[src/rtl/alu_operand_sequencer_if.sv]
// Board-side bundle for the ALU operand sequencer: switch/button inputs, ALU result
// return path, and the registered operand/result/status outputs.
interface alu_operand_sequencer_if #(
   parameter int DATA_W = 8,
   parameter int OP_W   = 6
);
   logic [DATA_W-1:0] SW;
   logic              BTN;
   logic [DATA_W-1:0] Z;
   logic [DATA_W-1:0] A;
   logic [DATA_W-1:0] B;
   logic [OP_W-1:0]   OP;
   logic              START;
   logic [DATA_W-1:0] LED;
   logic              DONE;
   logic [2:0]        STATE;

   modport master (
      input  SW, BTN, Z,
      output A, B, OP, START, LED, DONE, STATE
   );

   modport slave (
      output SW, BTN, Z,
      input  A, B, OP, START, LED, DONE, STATE
   );
endinterface

[src/rtl/alu_operand_sequencer.sv]
// Steps A, B, OP in from switches on button presses, pulses START and latches Z into LED.
// Optional button debounce filter is enabled with `define DEBOUNCE_EN.
module alu_operand_sequencer #(
   parameter int DATA_W    = 8,
   parameter int OP_W      = 6,
   parameter int DB_CYCLES = 4
) (
   input  logic                   CLK,
   input  logic                   RESET,
   alu_operand_sequencer_if.master bus
);

   typedef enum logic [2:0] {
      S_A    = 3'd0,
      S_B    = 3'd1,
      S_OP   = 3'd2,
      S_EXEC = 3'd3,
      S_SHOW = 3'd4
   } state_t;

   state_t            state_q, state_nxt;
   logic              s1, s2, s3, accepted, press;
   logic              ld_a, ld_b, ld_op, ld_led;
   logic [DATA_W-1:0] a_q, b_q, led_q;
   logic [OP_W-1:0]   op_q;

   // BTN is asynchronous; s3 remembers the last accepted level for edge detection
   always_ff @(posedge CLK) begin
      if (RESET) begin
         s1 <= 1'b0;
         s2 <= 1'b0;
         s3 <= 1'b0;
      end else begin
         s1 <= bus.BTN;
         s2 <= s1;
         s3 <= accepted;
      end
   end

`ifdef DEBOUNCE_EN
   localparam int CNT_W = $clog2(DB_CYCLES + 1);
   logic [CNT_W-1:0] db_cnt;
   logic             db_lvl;

   // s2 must disagree with the accepted level for DB_CYCLES straight cycles to flip it
   always_ff @(posedge CLK) begin
      if (RESET) begin
         db_cnt <= '0;
         db_lvl <= 1'b0;
      end else if (s2 == db_lvl) begin
         db_cnt <= '0;
      end else if (db_cnt == CNT_W'(DB_CYCLES - 1)) begin
         db_cnt <= '0;
         db_lvl <= s2;
      end else begin
         db_cnt <= db_cnt + 1'b1;
      end
   end

   assign accepted = db_lvl;
`else
   assign accepted = s2;
`endif

   assign press = accepted & ~s3;

   always_ff @(posedge CLK) begin
      if (RESET) state_q <= S_A;
      else       state_q <= state_nxt;
   end

   always_comb begin
      state_nxt = state_q;
      ld_a      = 1'b0;
      ld_b      = 1'b0;
      ld_op     = 1'b0;
      ld_led    = 1'b0;
      case (state_q)
         S_A:    if (press) begin ld_a  = 1'b1; state_nxt = S_B;    end
         S_B:    if (press) begin ld_b  = 1'b1; state_nxt = S_OP;   end
         S_OP:   if (press) begin ld_op = 1'b1; state_nxt = S_EXEC; end
         S_EXEC: begin
            ld_led    = 1'b1;
            state_nxt = S_SHOW;
         end
         S_SHOW: if (press) state_nxt = S_A;
         default: state_nxt = S_A;
      endcase
   end

   always_ff @(posedge CLK) begin
      if (RESET) begin
         a_q   <= '0;
         b_q   <= '0;
         op_q  <= '0;
         led_q <= '0;
      end else begin
         if (ld_a)   a_q   <= bus.SW;
         if (ld_b)   b_q   <= bus.SW;
         if (ld_op)  op_q  <= bus.SW[OP_W-1:0];
         if (ld_led) led_q <= bus.Z;
      end
   end

   assign bus.A     = a_q;
   assign bus.B     = b_q;
   assign bus.OP    = op_q;
   assign bus.LED   = led_q;
   assign bus.STATE = state_q;
   assign bus.START = (state_q == S_EXEC);
   assign bus.DONE  = (state_q == S_SHOW);

endmodule
[src/flat_wrapper.sv]
// flat-port wrapper written by rule: the top's interface ports become plain ports
module alu_operand_sequencer_flat 
#(
   parameter int DATA_W    = 8,
   parameter int OP_W      = 6,
   parameter int DB_CYCLES = 4
)
  (CLK, RESET, bus_SW, bus_BTN, bus_Z, bus_A, bus_B, bus_OP, bus_START, bus_LED, bus_DONE, bus_STATE);
  alu_operand_sequencer_if #(.DATA_W(DATA_W), .OP_W(OP_W)) bus_i ();
  input  logic CLK;
  input  logic RESET;
  input wire logic [$bits(bus_i.SW)-1:0] bus_SW;
  input wire logic [$bits(bus_i.BTN)-1:0] bus_BTN;
  input wire logic [$bits(bus_i.Z)-1:0] bus_Z;
  output wire logic [$bits(bus_i.A)-1:0] bus_A;
  output wire logic [$bits(bus_i.B)-1:0] bus_B;
  output wire logic [$bits(bus_i.OP)-1:0] bus_OP;
  output wire logic [$bits(bus_i.START)-1:0] bus_START;
  output wire logic [$bits(bus_i.LED)-1:0] bus_LED;
  output wire logic [$bits(bus_i.DONE)-1:0] bus_DONE;
  output wire logic [$bits(bus_i.STATE)-1:0] bus_STATE;
  assign bus_i.SW = bus_SW;
  assign bus_i.BTN = bus_BTN;
  assign bus_i.Z = bus_Z;
  assign bus_A = bus_i.A;
  assign bus_B = bus_i.B;
  assign bus_OP = bus_i.OP;
  assign bus_START = bus_i.START;
  assign bus_LED = bus_i.LED;
  assign bus_DONE = bus_i.DONE;
  assign bus_STATE = bus_i.STATE;
  alu_operand_sequencer #(.DATA_W(DATA_W), .OP_W(OP_W), .DB_CYCLES(DB_CYCLES)) u_core (.CLK(CLK), .RESET(RESET), .bus(bus_i));
endmodule
[config.mk]
export PLATFORM = sky130hd
export DESIGN_NAME = alu_operand_sequencer_flat
export DESIGN_NICKNAME = d
export VERILOG_FILES = /design/src/rtl/alu_operand_sequencer_if.sv /design/src/rtl/alu_operand_sequencer.sv /design/src/flat_wrapper.sv
export SDC_FILE = /design/constraint.sdc
export NUM_CORES = 1
export LEC_CHECK = 0
export ABC_CLOCK_PERIOD_IN_PS = 1250
export CAP_MARGIN = 5
export CORE_MARGIN = 2
export CORE_UTILIZATION = 39
export DETAILED_ROUTE_END_ITERATION = 6
export GPL_TIMING_DRIVEN = 0
export HOLD_SLACK_MARGIN = 0.15
export PLACE_DENSITY = 0.75
export SYNTH_ARGS = -nofsm -noshare
export SYNTH_HDL_FRONTEND = slang
export SYNTH_SLANG_ARGS = --single-unit
[constraint.sdc]
create_clock -name CLK -period 1.25 [get_ports CLK]
set_input_delay 0.1875 -clock CLK [delete_from_list [all_inputs] [get_ports CLK]]
set_output_delay 0.1875 -clock CLK [all_outputs]
set_load 0.05 [all_outputs]
==> metrics <==
Area Growth Syn to Fin=55.5%; DRC errors left=0; hold slack=0.431 ns; Finished Cell Area=2250 um^2; Final #Nets=215; hpwl dp=2430 um; port bufs=53; CP Launch Type=flop; drt first pass iters=4; CP peak stage delay=0.62 ns; initial antenna violation count=0; Slew Limit Fails=0; mapped cell area=1440 um^2; pin count of the biggest net entering global routing=12; worst vdd ir=0.715 mV; Reg clk slew, reported paths=0.07 ns; clk sinks=36; Avg WL per Cell=13.3 um; Syn Area/Cell=10.9 um^2; fill count=304; worst path required time=1.41 ns; Antenna diodes=0; Final Hold Fails=0; RSZ-0062 raised after global routing=yes; multi-input combinational cell area=684 um^2; P_leak=0.958 nW; gr ovfl total=0; share of layout cells above drive strength 1=30.5%; slowest cell on the critical path=or4_4; worst-path fanout max=8; first-pass GRT wire length=5470 um; worst min-delay path class=in2reg; Worst Clk Skew=0.00811 ns; Setup violations, final=15; DRT antenna net count=0; min cycle time layout=1.39 ns; CP Capture Type=flop; Mapped Nets=152; uppermost layer routed=met4; Final GP Congestion=0.834; Detailed Route Iter0 Violations=41; Total Routing Usage GR=17.5%; dpl cell area=2070 um^2; outcome=finished with violations; Vias/cell=4.58; Worst Setup Path Type=reg2reg; Seq/Total Area, Yosys=49.9%; share of the synthesized area in the top cell type=49.9%; Cell Pwr Density=1010 nW/um^2; die height=64.8 um; Routed WL=3250 um; clk_lat worst skew=0.28 ns; Ports=54; FFs w/ async S/R, synth=0%; failing checks=negative setup slack; worst rel slew slack=67.7%; Max-Cap Viols=0; Final period util=111%; clock buffer depth=2; Setup WS post-layout=-0.140 ns; largest cells by area after synthesis=dfxtp_1, mux2i_1, nand2b_1; cts bufs inserted=5; leading area contributor after synthesis=dfxtp_1; DR vias=1123; CTS root buffer=clkbuf_8; die area=4200 um^2; num rows=22; CP arrival=1.55 ns; core area=3610 um^2; metal1 wirelength=1360 um; H-Tree Depth=2; Fmax=0.719 GHz; vias in the first global route=1173; Most used DFF post-synth=dfxtp_1; YS warnings=0; Register Area=732 um^2; DR WL met2=1730 um; post-synthesis register bit count=36; worst slew pin tran=0.487 ns; CTS tree=yes; Die X=64.8 um; overall power=2.28 mW; Gate Count Post-Synth=133; WL met3=97 um; initial core utilization=40.0%; Synth cell types=19; worst slack, placed=-0.553 ns; number of synthesized flops with an enable pin=0; crit-path cells=buf_6, or4_4, mux2i_1
-- path summary, 6_finish.rpt --
path	slack [ns]	startpoint	cells past startpoint	endpoint
setup / recovery	-0.14	u_core.bus.STATE[0]	3	u_core.bus.A[0]
hold / removal	0.43	RESET	3	u_core.bus.B[5]
setup reg to reg	-0.14	u_core.bus.STATE[0]	3	u_core.bus.A[0]
hold reg to reg	0.44	u_core.s1	1	u_core.accepted
-- worst max-delay path, delay by kind of cell (launching register included) --
| kind | cells | cell delay (ns) |
|---|---|---|
| flip-flops | 1 | 0.35 |
| buffers and inverters | 1 | 0.12 |
| AND/OR/NAND/NOR | 1 | 0.62 |
| multiplexers | 1 | 0.17 |
-- cell type report --
cell class / instances / area share (%)
Inverter: 2 / 0.501
Sequential cell: 36 / 32.6
Tap cell: 48 / 2.67
Multi-Input combinational cell: 87 / 30.5
Buffer: 7 / 2.45
Timing Repair Buffer: 57 / 26.9
Clock buffer: 8 / 4.46
-- state kept, by name (all words and copies together), names as in the netlist --
name,count
u_core.bus.B,8
u_core.bus.STATE,3
u_core.accepted,1
u_core.bus.OP,6
u_core.s3,1
u_core.bus.A,8
u_core.bus.LED,8
u_core.s1,1
-- cells in the mapped netlist (2+ instances only) --
cell type and n:
clkbuf_1 4, inv_1 2, mux2i_1 31, nor3_1 3, dfxtp_1 36, buf_6 2, nor2b_1 4, nor2_1 8
a21oi_1 2, nand2b_1 31, buf_2 2
-- routing by layer --
layer  global-route usage (%)  vias up
li1                         -      566
met1                     20.7      531
met2                     29.5       21
met3                     3.47        5
met4                     9.57        0
met5                        0        -
-- cells in the final DEF (no fill, tap or decap), drive strengths merged, types with 2 or more instances in the layout --
master / instances
nor3: 3
buf: 12
a21oi: 2
clkdlybuf4s15: 30
clkdlybuf4s50: 17
mux2i: 31
nor2b: 4
nor2: 8
clkbuf: 11
dfxtp: 36
nand2b: 32
-- report_power, final --
group          switching, mW  internal, mW
sequential            0.0113          1.16
clock                  0.373         0.502
combinational          0.116         0.116
total                  0.500          1.78
-- what timing repair did --
action,4_1_cts,5_1_grt
endpoints found under the setup margin,65,35
gates resized for setup,116,11
buffers inserted,4,0
pin swaps,3,2
hold buffers,0,0
-- logic make-up after synthesis --
| family | after synthesis | synth area share, % |
|---|---|---|
| buffers and inverters | 10 | 3.81 |
| AOI/OAI and AO/OA | 2 | 0.693 |
| DFF | 36 | 49.9 |
| and+or+nand+nor | 54 | 24.1 |
| muxes | 31 | 21.5 |
-- stage by stage --
step                util (%)  setup TNS [ns]  cells
floorplan                  -           -1.17    133
global placement        57.5          -12.23    234
detailed placement      57.5          -13.68    234
CTS                     61.9           -1.59    245
global route            62.3           -2.21    245
finish                  62.3           -1.30    245
(Power assumes the default switching activity.)
==> edit (same flow settings) <==
Add a define of `DEBOUNCE_EN`.
--- a/src/rtl/alu_operand_sequencer.sv
+++ b/src/rtl/alu_operand_sequencer.sv
@@ -2,2 +2,4 @@
 // Optional button debounce filter is enabled with `define DEBOUNCE_EN.
+`define DEBOUNCE_EN
+
 module alu_operand_sequencer #(
Function: changed (a bounded check fails within 4 cycles, from zero or initial values and one cycle with RESET high).
==> edit against the original RTL <==
- fmax rose by 4.4%
- routed wire length rose by 8.7%
- sequential share of layout area rose by 0.71 points
- the run still ends with setup timing left
- worst setup slack improved by 0.058 ns
- area after synthesis rose by 9.3%
- sequential cell count rose by 4
- design area rose by 8.9%
Power is not compared: it rests on default switching activity, and its combinational part moved more than twofold at a synthesized area within 25%.
==> edit: results <==
{
  "synth_commonest_cells": "dfxtp_1, mux2i_1, nand2b_1",
  "postCtsResizedCells": 125,
  "status": "complete, but fails checks",
  "grt_pass1_wl_um": 5780,
  "dp_hpwl_um": 2520,
  "ys_top_cells_by_area": "dfxtp_1, mux2i_1, nand2b_1",
  "reg2reg_depth": 5,
  "cp-startpoint": "u_core.bus.STATE[2]$_SDFFE_PP0P_",
  "crit_path_max_incr_delay_ns": 0.35,
  "crit_family": "flip-flops",
  "fin_ws_ns": -0.0816,
  "finalClockSkew_ns": 0.00634,
  "synth-compound-area-share_pct": 0.952,
  "fillers": 308,
  "hold_class": "flip-flop to flip-flop",
  "crit_end": "bus_START",
  "syn_inst": 149,
  "postCtsSetupRepairBufs": 7,
  "synth_seq_area_share_pct": 50.8,
  "grt_use_total_pct": 17.1,
  "synth.mux.area_fraction_pct": 20.4,
  "maxSlewHeadroom_pct": 70.3,
  "numPortBuffers": 52,
  "rr_endpoint": "u_core.bus.A[2]$_SDFFE_PP0P_",
  "slowest_stage": "dfxtp_4",
  "violations": "setup timing",
  "synth_cell_types": 23,
  "critPathMaxFanout": 3,
  "setup_viol": 7,
  "dpl.cell_count": 251,
  "whs_ns": 0.397,
  "place.gp.congestion": 0.729,
  "synthAdderAreaFrac_pct": 1.59,
  "r2r_slack_ns": -0.06
}
edit: cell types whose count changed after synthesis, sizes merged, moves of 2 or more:
cell and change:
nor2 +5, ha +2, dfxtp +4, nand2 +2
edit: routing by layer:
layer / part of all wire [%] / routed length [um] / vias to the layer above / track usage, %
met2: 53 / 1870 / 28 / 28.2
met3: 3.5 / 124 / 4 / 4.33
met5: 0 / 0 / - / 0
met4: 1.6 / 55 / 0 / 9.44
met1: 42 / 1490 / 602 / 20.0
li1: - / - / 622 / -
edit: final cells by class:
| cell class | count | area, um2 | share of cell area [%] |
|---|---|---|---|
| flip-flops and latches | 40 | 815 | 33.3 |
| multi-input cells | 98 | 777 | 31.8 |
| repair buffers | 62 | 627 | 25.6 |
| clock buffers | 6 | 72.6 | 2.97 |
| well taps | 50 | 62.6 | 2.56 |
| plain buffers | 7 | 42.5 | 1.74 |
| clock inverters | 2 | 35.0 | 1.43 |
| inverters | 3 | 15.0 | 0.614 |
